===== config.mk =====
export PLATFORM = sky130hd
export DESIGN_NAME = mem_ctrl
export DESIGN_NICKNAME = d
export VERILOG_FILES = /design/src/rtl/mem_ctrl_pkg.sv /design/src/rtl/mem_ext.sv /design/src/rtl/mem_ctrl.sv
export SDC_FILE = /design/constraint.sdc
export NUM_CORES = 1
export LEC_CHECK = 0
export CAP_MARGIN = 20
export CORE_MARGIN = 2
export CORE_UTILIZATION = 55
export DETAILED_ROUTE_END_ITERATION = 16
export PLACE_DENSITY = 0.86
export SLEW_MARGIN = 30
export SYNTH_ARGS = -nofsm -noshare
export SYNTH_HDL_FRONTEND = slang
export SYNTH_SLANG_ARGS = --single-unit

===== constraint.sdc =====
create_clock -name clk_in -period 13.1 [get_ports clk_in]
set_input_delay 2.62 -clock clk_in [delete_from_list [all_inputs] [get_ports clk_in]]
set_output_delay 2.62 -clock clk_in [all_outputs]
set_load 0.02 [all_outputs]

===== src/rtl/mem_ctrl_pkg.sv =====
// mem_ctrl_pkg: shared type codes, state and owner encodings for mem_ctrl.
// The STALL state exists only when IO_STALL_EN is defined.
package mem_ctrl_pkg;
    typedef enum logic [3:0] {
        LB  = 4'b0000,
        LH  = 4'b0001,
        LW  = 4'b0010,
        LBU = 4'b0100,
        LHU = 4'b0101,
        SB  = 4'b1000,
        SH  = 4'b1001,
        SW  = 4'b1010
    } lsb_type_e;
    typedef enum logic [1:0] {
        IDLE,
        READ,
        WRITE
`ifdef IO_STALL_EN
        , STALL
`endif
    } state_e;
    typedef enum logic {OWN_IF, OWN_LS} owner_e;
    function automatic logic [2:0] byte_count(input logic [1:0] size);
        return size == 2'b00 ? 3'd1 : size == 2'b01 ? 3'd2 : 3'd4;
    endfunction
endpackage


===== src/rtl/mem_ext.sv =====
// mem_ext: size and sign/zero extension of assembled little-endian load bytes.
module mem_ext (
    input  logic [2:0]  typ,
    input  logic [31:0] raw,
    output logic [31:0] val
);
    always_comb
        val = typ[1:0] == 2'b00 ? {{24{~typ[2] & raw[7]}}, raw[7:0]} :
              typ[1:0] == 2'b01 ? {{16{~typ[2] & raw[15]}}, raw[15:0]} : raw;
endmodule


===== src/rtl/mem_ctrl.sv =====
// mem_ctrl: serialises fetch and load/store requests onto the byte-wide RAM/IO bus.
// Define IO_STALL_EN to hold IO-region stores while the UART buffer is full.
module mem_ctrl
    import mem_ctrl_pkg::*;
#(
    parameter logic [1:0] IO_ADDR_HI = 2'b11
) (
    input  logic        clk_in,
    input  logic        rst_in,
    input  logic        rdy_in,
    input  logic        clear,
    input  logic [7:0]  mem_din,
    output logic [7:0]  mem_dout,
    output logic [31:0] mem_a,
    output logic        mem_wr,
    input  logic        io_buffer_full,
    input  logic        if_req,
    input  logic [31:0] if_addr,
    output logic        if_done,
    output logic [31:0] if_data,
    input  logic        ls_enable,
    input  logic [31:0] addr,
    input  logic [31:0] store_val,
    input  logic [3:0]  lsb_type,
    output logic        ls_finished,
    output logic [31:0] load_val
);
    state_e      state;
    owner_e      owner;
    logic [31:0] base, sdata, acc, raw, ext_val;
    logic [2:0]  typ, cnt, idx;
    logic        wr_q, cleared;

    // idx is the edge number since acceptance; byte idx-2 arrives on mem_din now
    assign raw    = acc | ({24'b0, mem_din} << {cnt - 3'd1, 3'b0});
    assign mem_wr = wr_q & rdy_in;

`ifndef IO_STALL_EN
    logic unused_io;
    assign unused_io = ^{io_buffer_full, IO_ADDR_HI};
`endif

    mem_ext u_ext (.typ(typ), .raw(raw), .val(ext_val));

    always_ff @(posedge clk_in or posedge rst_in) begin
        if (rst_in) begin
            state       <= IDLE;
            owner       <= OWN_IF;
            base        <= '0;
            sdata       <= '0;
            acc         <= '0;
            typ         <= '0;
            cnt         <= '0;
            idx         <= '0;
            cleared     <= 1'b0;
            wr_q        <= 1'b0;
            mem_a       <= '0;
            mem_dout    <= '0;
            if_done     <= 1'b0;
            if_data     <= '0;
            ls_finished <= 1'b0;
            load_val    <= '0;
        end else if (rdy_in) begin
            if_done     <= 1'b0;
            ls_finished <= 1'b0;
            case (state)
                IDLE: if (!clear && (ls_enable || if_req)) begin
                    owner   <= ls_enable ? OWN_LS : OWN_IF;
                    base    <= ls_enable ? addr : if_addr;
                    mem_a   <= ls_enable ? addr : if_addr;
                    cnt     <= ls_enable ? byte_count(lsb_type[1:0]) : 3'd4;
                    typ     <= lsb_type[2:0];
                    sdata   <= store_val;
                    acc     <= '0;
                    idx     <= 3'd1;
                    cleared <= 1'b0;
`ifdef IO_STALL_EN
                    if (ls_enable && lsb_type[3] && addr[17:16] == IO_ADDR_HI && io_buffer_full) begin
                        state <= STALL;
                        idx   <= 3'd0;
                        wr_q  <= 1'b0;
                    end else
`endif
                    if (ls_enable && lsb_type[3]) begin
                        state    <= WRITE;
                        mem_dout <= store_val[7:0];
                        wr_q     <= 1'b1;
                    end else begin
                        state <= READ;
                        wr_q  <= 1'b0;
                    end
                end
                READ: if (clear) begin
                    state <= IDLE;
                    wr_q  <= 1'b0;
                end else begin
                    if (idx < cnt) mem_a <= base + {29'b0, idx};
                    if (idx >= 3'd2) acc <= acc | ({24'b0, mem_din} << {idx - 3'd2, 3'b0});
                    idx <= idx + 3'd1;
                    if (idx == cnt + 3'd1) begin
                        state <= IDLE;
                        if (owner == OWN_IF) begin
                            if_done <= 1'b1;
                            if_data <= raw;
                        end else begin
                            ls_finished <= 1'b1;
                            load_val    <= ext_val;
                        end
                    end
                end
                WRITE: begin
                    cleared <= cleared | clear;
                    if (idx == cnt) begin
                        state       <= IDLE;
                        wr_q        <= 1'b0;
                        ls_finished <= !(cleared || clear);
                    end else
`ifdef IO_STALL_EN
                    if (base[17:16] == IO_ADDR_HI && io_buffer_full) begin
                        state <= STALL;
                        wr_q  <= 1'b0;
                    end else
`endif
                    begin
                        mem_a    <= base + {29'b0, idx};
                        mem_dout <= sdata[{idx[1:0], 3'b0} +: 8];
                        idx      <= idx + 3'd1;
                    end
                end
`ifdef IO_STALL_EN
                STALL: begin
                    cleared <= cleared | clear;
                    if (!io_buffer_full) begin
                        state    <= WRITE;
                        wr_q     <= 1'b1;
                        mem_a    <= base + {29'b0, idx};
                        mem_dout <= sdata[{idx[1:0], 3'b0} +: 8];
                        idx      <= idx + 3'd1;
                    end
                end
`endif
                default: state <= IDLE;
            endcase
        end
    end
endmodule


==> results of run 1 <==
## synth_stat cells, drive strengths merged (2+ instances only)
cell type / n
nand4: 17
o31ai: 5
and3: 5
xor2: 15
inv: 14
xnor2: 12
o211ai: 11
a21o: 9
a41oi: 2
o32a: 15
mux4: 8
ha: 15
mux2: 2
nand2b: 2
nand3: 13
nor2: 63
nor4b: 2
a211oi: 5
o21a: 3
o21ai: 90
nor3: 23
o41ai: 2
clkbuf: 44
buf: 22
o31a: 3
and4: 3
nand2: 226
dfrtp: 216
mux2i: 39
a221o: 11
o22a: 8
nor2b: 18
nand4b: 2
and2: 5
or3: 11
nor4: 5
a21oi: 80
## sequential cells by signal, summed over array words and instances, names as in the netlist, 8 cells and up
| signal | count |
|---|---|
| acc | 32 |
| base | 32 |
| if_data | 32 |
| load_val | 32 |
| mem_a | 32 |
| mem_dout | 8 |
| sdata | 32 |
## metal layers
metal	vias up	global-route usage [%]
li1	4021	-
met1	4239	36.8
met2	382	44.7
met3	72	5.06
met4	0	11.3
met5	-	0
## final cells by class
| type | count | area share [%] |
|---|---|---|
| clock inverters | 4 | 0.151 |
| repair buffers | 230 | 17.3 |
| inverters | 14 | 0.492 |
| clock buffers | 36 | 5.40 |
| well taps | 229 | 2.17 |
| multi-input cells | 744 | 33.7 |
| flip-flops and latches | 216 | 40.8 |
## cells in the final DEF (no fill, tap or decap), types with 8 or more instances in the layout
cell and n:
sky130_fd_sc_hd__xor2_1 15, sky130_fd_sc_hd__o21ai_0 90, sky130_fd_sc_hd__a21o_1 9, sky130_fd_sc_hd__nor2b_1 18, sky130_fd_sc_hd__dfrtp_1 216, sky130_fd_sc_hd__clkbuf_16 23
sky130_fd_sc_hd__o211ai_1 11, sky130_fd_sc_hd__o32a_1 15, sky130_fd_sc_hd__inv_1 13, sky130_fd_sc_hd__xnor2_1 12, sky130_fd_sc_hd__clkbuf_8 9, sky130_fd_sc_hd__nand2_1 226
sky130_fd_sc_hd__o22a_1 8, sky130_fd_sc_hd__a221o_1 11, sky130_fd_sc_hd__clkdlybuf4s50_1 219, sky130_fd_sc_hd__mux2i_1 39, sky130_fd_sc_hd__nand4_1 17, sky130_fd_sc_hd__mux4_2 8
sky130_fd_sc_hd__buf_4 8, sky130_fd_sc_hd__nor2_1 63, sky130_fd_sc_hd__nor3_1 21, sky130_fd_sc_hd__a21oi_1 80, sky130_fd_sc_hd__nand3_1 12, sky130_fd_sc_hd__or3_1 11
sky130_fd_sc_hd__ha_1 15
## worst min-delay path, cell delays in order, from the launching register on
cell	delay, ns
sky130_fd_sc_hd__dfrtp_1	0.34
sky130_fd_sc_hd__nand2_1	0.05
sky130_fd_sc_hd__nand2_1	0.05
## how the worst max path moves through the flow
stage | end | cells after the start | startpoint | slack (ns)
after floorplan | acc[0] | 1 | rst_in | 4.57
after global placement | mem_wr | 3 | rdy_in | 6.43
after detailed placement | mem_wr | 3 | rdy_in | 6.40
after CTS | mem_wr | 3 | rdy_in | 6.38
after global routing | mem_wr | 3 | rdy_in | 6.32
final | mem_wr | 3 | rdy_in | 6.37
## power by group
group | leakage (nW) | internal [mW] | total (mW) | switching, mW
combinational | 2.71 | 0.569 | 1.29 | 0.716
clock | 0.369 | 0.372 | 0.623 | 0.251
sequential | 2.78 | 0.936 | 1.16 | 0.226
total | 5.86 | 1.88 | 3.07 | 1.19
## stage by stage
stage / utilization (%) / power [mW] / setup WS, ns / instance area, µm²
after global routing: 73.4 / 3.25 / 6.32 / 13200
after floorplan: - / 1.90 / 4.57 / 10100
after detailed placement: 69.1 / 2.43 / 6.40 / 12500
final: 73.4 / 3.07 / 6.37 / 13200
after global placement: 69.0 / 2.37 / 6.43 / 12400
after CTS: 73.2 / 3.07 / 6.38 / 13200
## cell families after synthesis
group,after synthesis
flip-flops,216
buffers and inverters,80
XOR/XNOR,28
adder cells (fa/ha/maj),16
multiplexers,49
AND/OR/NAND/NOR,400
AO/OA/AOI/OAI,251
==> metrics.yaml, run 1 <==
main_combinational_cell_family_by_area_after_synthesis: "simple AND/OR/NAND/NOR gates"
total_area_of_sequential_cells_um2: 5410
ys.warnings.count: 0
finalWorstPathRequiredPeriod_ns: 6.73
synth-adder-area-share_pct: 2.05
die_w_um: 140
ys_seq_elements: 216
rr_worst_depth: 7
maxUsedRoutingLayer: "met4"
period_share_pct: 51.4
maxSlewViolCount: 0
antenna-diode-count: 0
synth.top_cell.area_share_pct: 53.4
final_cells: 1473
slew_headroom_pct: 34.0
syn-mean-instance-area_um2: 9.74
grt_antenna_before_repair: 0
io_buffer_count: 220
hold-path-endpoint: "sdata[15]"
share_of_post_route_cells_with_drive_strength_above_1_pct: 5.55
min_path_cells: 2
hp-class: "flop to flop"
firstDrtPassIters: 5
critical_path_required_ns: 10.48
clock-root-buffer: "sky130_fd_sc_hd__clkbuf_16"
capture_instance_of_the_worst_register_to_register_path: "mem_a[26]"
drt_drc_violations_left: 0
tritoncts.num_buffers: 23
core_region_area_um2: 18000
setup_violations: 0
clock.fmax_mhz: 148
synthSimpleGateAreaFrac_pct: 17.6
numClockSinks: 216
cts-root-to-sink-buffers: 3
grt_pass1_wl_um: 43900
worst_slew_pin_slew_ns: 0.983
critical_path.cell_chain: "clkdlybuf4s50_1, and2_1, clkdlybuf4s50_1"
synth_async_sr_flop_share_pct: 100
critPathArrivalTime_ns: 4.11
rr_startpoint: "idx[0]"
worstHoldStart: "sdata[15]"
timing_worst_setup_path_type: "input port to output port"
worst-path-max-fanout: 7
synth_area_um2: 10100
cts_tree: "built"
wl_met3_um: 2030
tns_setup_ns: 0
finalClockSkew_ns: 0.00954
worst_ir_drop_vdd_mv: 0.147
cp_peak_stage_delay_ns: 0.69
globalRouteOverflowTotal: 0
worst_skew_late_latency_ns: 0.50
detail_routed_via_count_per_cell: 5.92
finalHoldViolations: 0
critical_path.top_delay_family: "buffers and inverters"
synth_enable_flop_cells: 0
start_kind: "input port"
detail-route-antenna-nets: 0
synth_cell_types: 55
grt.total_usage_pct: 27.5
routed_length_per_placed_instance_um: 18.4
finalNetCount: 1360
worst_hold_slack_ns: 0.466
power_leakage_nw: 5.86
synthToLayoutAreaGrowth_pct: 30.6
rows: 49
yosysSeqAreaShare_pct: 53.4
holdBufCountCts: 0
timing.reg2reg.setup_slack_ns: 9.69
multi_input_comb_area_um2: 4450
cp-end-kind: "output port"
htree_levels: 1
initial_utilization_pct: 56.2
routed-wl-met2_um: 13100
timing.critical_path.slowest_stage_cell: "sky130_fd_sc_hd__clkdlybuf4s50_1"
postSynthCellCount: 1040
die_h_um: 140
path_common_cell: "sky130_fd_sc_hd__clkdlybuf4s50_1"
place_inst: 1432
io_pins: 222
post_cts_resized: 0
synth_area_leaders: "sky130_fd_sc_hd__dfrtp_1, sky130_fd_sc_hd__nand2_1, sky130_fd_sc_hd__o21ai_0, sky130_fd_sc_hd__a21oi_1, sky130_fd_sc_hd__mux2i_1"
dp.final_hpwl_um: 18000
synthXorXnorAreaFrac_pct: 2.57
globalplace.congestion: 0.888
maximum_number_of_pins_on_one_net_before_global_route_repair: 135
timing.max_cap.violations: 0
grt_pass1_vias: 8593
drt_iter0_drc: 676
post_synth_mux_area_share_pct: 5.86
rsz0062_at_grt: "false"
postSynth.topFlopCell: "sky130_fd_sc_hd__dfrtp_1"
critPathBufInv: 2
design.die.area_um2: 19500
filler_cell_count_in_the_final_layout: 1275
synth_compound_gate_area_share_pct: 15.4
mappedNetlistNets: 1171
synth_area_leader_cell: "sky130_fd_sc_hd__dfrtp_1"
clk_transition_reported_paths_ns: 0.06
power-per-cell-area_nw_per_um2: 232
post-cts-setup-buffer-count: 0
met1Wirelength_um: 11000
dr_total_vias: 8714
run_status: "completed"
routed_wirelength_um: 27100
(Power assumes the default switching activity.)
==> inputs of run 2 (changes only) <==
Settings changed: CORE_UTILIZATION 55 to 51, PLACE_DENSITY 0.86 to 0.8.
Clock period 13.1 ns to 6.4 ns, I/O delays scaled along.
==> metrics.yaml, run 2 (synthesized netlist as in run 1, its figures left out) <==
worst-path-max-fanout: 7  # unchanged
cts_tree: "built"  # unchanged
slew_headroom_pct: 31.6  # was 34.0%
path_common_cell: "sky130_fd_sc_hd__clkdlybuf4s50_1"  # unchanged
cp-end-kind: "output port"  # unchanged
rsz0062_at_grt: "false"  # unchanged
globalRouteOverflowTotal: 0  # unchanged
timing_worst_setup_path_type: "input port to output port"  # unchanged
timing.max_cap.violations: 0  # unchanged
timing.critical_path.to: "mem_wr"  # unchanged
grt.total_usage_pct: 24.9  # was 27.5%
global_route_track_usage_on_met3_pct: 4.78  # was 5.06%
firstDrtPassIters: 4  # was 5
die_w_um: 145  # was 140 µm
io_buffer_count: 220  # unchanged
grt_use_met2_pct: 40.0  # was 44.7%
final_cells: 1512  # was 1473
critPathArrivalTime_ns: 2.77  # was 4.11 ns
critical_path_required_ns: 5.12  # was 10.48 ns
finalHoldViolations: 0  # unchanged
detail-route-antenna-nets: 0  # unchanged
globalplace.congestion: 0.861  # was 0.888
tritoncts.num_buffers: 23  # unchanged
start_kind: "input port"  # unchanged
tns_setup_ns: 0  # unchanged
utilization_pct: 68.4  # was 73.4%
power_mw: 6.31  # was 3.07 mW
grt_pass1_wl_um: 43200  # was 43900 µm
capture_instance_of_the_worst_register_to_register_path: "mem_a[30]"  # was mem_a[26]
dr_total_vias: 8470  # was 8714
die_h_um: 145  # was 140 µm
io_pins: 222  # unchanged
maximum_number_of_pins_on_one_net_before_global_route_repair: 103  # was 135
power_leakage_nw: 5.86  # about the same
power-per-cell-area_nw_per_um2: 475  # was 232 nW/µm²
layout.cells.most_common_list: "sky130_fd_sc_hd__nand2_1, sky130_fd_sc_hd__clkdlybuf4s50_1, sky130_fd_sc_hd__dfrtp_1"  # unchanged
place_inst: 1470  # was 1432
holdBufCountCts: 0  # unchanged
worst_skew_late_latency_ns: 0.50  # about the same
htree_levels: 1  # unchanged
dp.final_hpwl_um: 18200  # was 18000 µm
post_cts_resized: 0  # unchanged
finalClockSkew_ns: 0.0139  # was 0.00954 ns
final_common_cell: "sky130_fd_sc_hd__nand2_1"  # unchanged
cp_peak_stage_delay_ns: 0.68  # was 0.69 ns
drt_drc_violations_left: 0  # unchanged
run_status: "completed"  # unchanged
synthToLayoutAreaGrowth_pct: 31.4  # was 30.6%
timing.critical_path.slowest_stage_cell: "sky130_fd_sc_hd__clkdlybuf4s50_1"  # unchanged
detail_routed_via_count_per_cell: 5.60  # was 5.92
period_share_pct: 63.3
maxSlewViolCount: 0  # unchanged
clock.fmax_mhz: 247
routed_length_per_placed_instance_um: 17.4  # was 18.4 µm
filler_cell_count_in_the_final_layout: 1533  # was 1275
numClockSinks: 216  # unchanged
rows: 51  # was 49
core_region_area_um2: 19500  # was 18000 µm²
finalNetCount: 1362  # was 1360
grt_util_met1_pct: 33.9  # was 36.8%
grt_antenna_before_repair: 1  # was 0
grt.busiest_layer: "met2"  # unchanged
clk_transition_reported_paths_ns: 0.06  # about the same
routed_wirelength_um: 26400  # was 27100 µm
timing.reg2reg.setup_slack_ns: 3.10  # was 9.69 ns
critical_path.cell_chain: "clkdlybuf4s50_1, and2_1, clkdlybuf4s50_1"  # unchanged
initial_utilization_pct: 52.0  # was 56.2%
worst_slew_pin_slew_ns: 1.02  # was 0.983 ns
rr_worst_depth: 7  # unchanged
share_of_post_route_cells_with_drive_strength_above_1_pct: 5.78  # was 5.55%
hp-class: "flop to flop"  # unchanged
clock-root-buffer: "sky130_fd_sc_hd__clkbuf_16"  # unchanged
grt_pass1_vias: 8420  # was 8593
setup_violations: 0  # unchanged
cts-root-to-sink-buffers: 3  # unchanged
design.die.area_um2: 21000  # was 19500 µm²
rr_startpoint: "idx[0]"  # unchanged
worstHoldStart: "sdata[15]"  # unchanged
worst_ir_drop_vdd_mv: 0.265  # was 0.147 mV
post-cts-setup-buffer-count: 0  # unchanged
finalWorstPathRequiredPeriod_ns: 4.05
drt_iter0_drc: 467  # was 676
timing.critical_path.from: "rdy_in"  # unchanged
[run 2: per-layer routing]
layer,share of wire (%),routed length [µm]
met1,43,11200
met4,3.7,973
met2,47,12500
met5,0,0
met3,6.5,1720
[run 2: power by group]
group          switching (mW)  internal (mW)
combinational            1.45           1.16
sequential              0.446           1.92
clock                   0.537          0.803
[run 2: worst min-delay path by stage]
stage | cells past startpoint | end
after floorplan | 2 | sdata[16]
after global placement | 2 | sdata[15]
after detailed placement | 2 | sdata[17]
after CTS | 2 | sdata[17]
after global routing | 1 | mem_a[20]
final | 2 | sdata[15]
[run 2: layout make-up]
cell class / count / area (µm²) / share of cell area, %
inverter: 14 / 56.3 / 0.423
timing repair buffer: 232 / 2300 / 17.3
clock inverter: 10 / 128 / 0.959
tap: 265 / 332 / 2.49
antenna: 1 / 2.50 / 0.0188
clock buffer: 30 / 622 / 4.67
multi-input combinational: 744 / 4460 / 33.5
sequential: 216 / 5410 / 40.6
[run 2: stage by stage]
stage | hold slack, ns | instance area, µm² | setup WS [ns]
6_report | 0.475 | 13300 | 2.35
5_1_grt | 0.496 | 13300 | 2.29
2_1_floorplan | 0.440 | 10100 | 2.31
3_5_place_dp | 0.457 | 12500 | 2.37
4_1_cts | 0.472 | 13300 | 2.36
3_3_place_gp | 0.454 | 12500 | 2.40
[run 2: critical path, delay by kind of cell]
kind | cells | cell delay (ns)
buffers and inverters | 2 | 1.28
and+or+nand+nor | 1 | 0.20
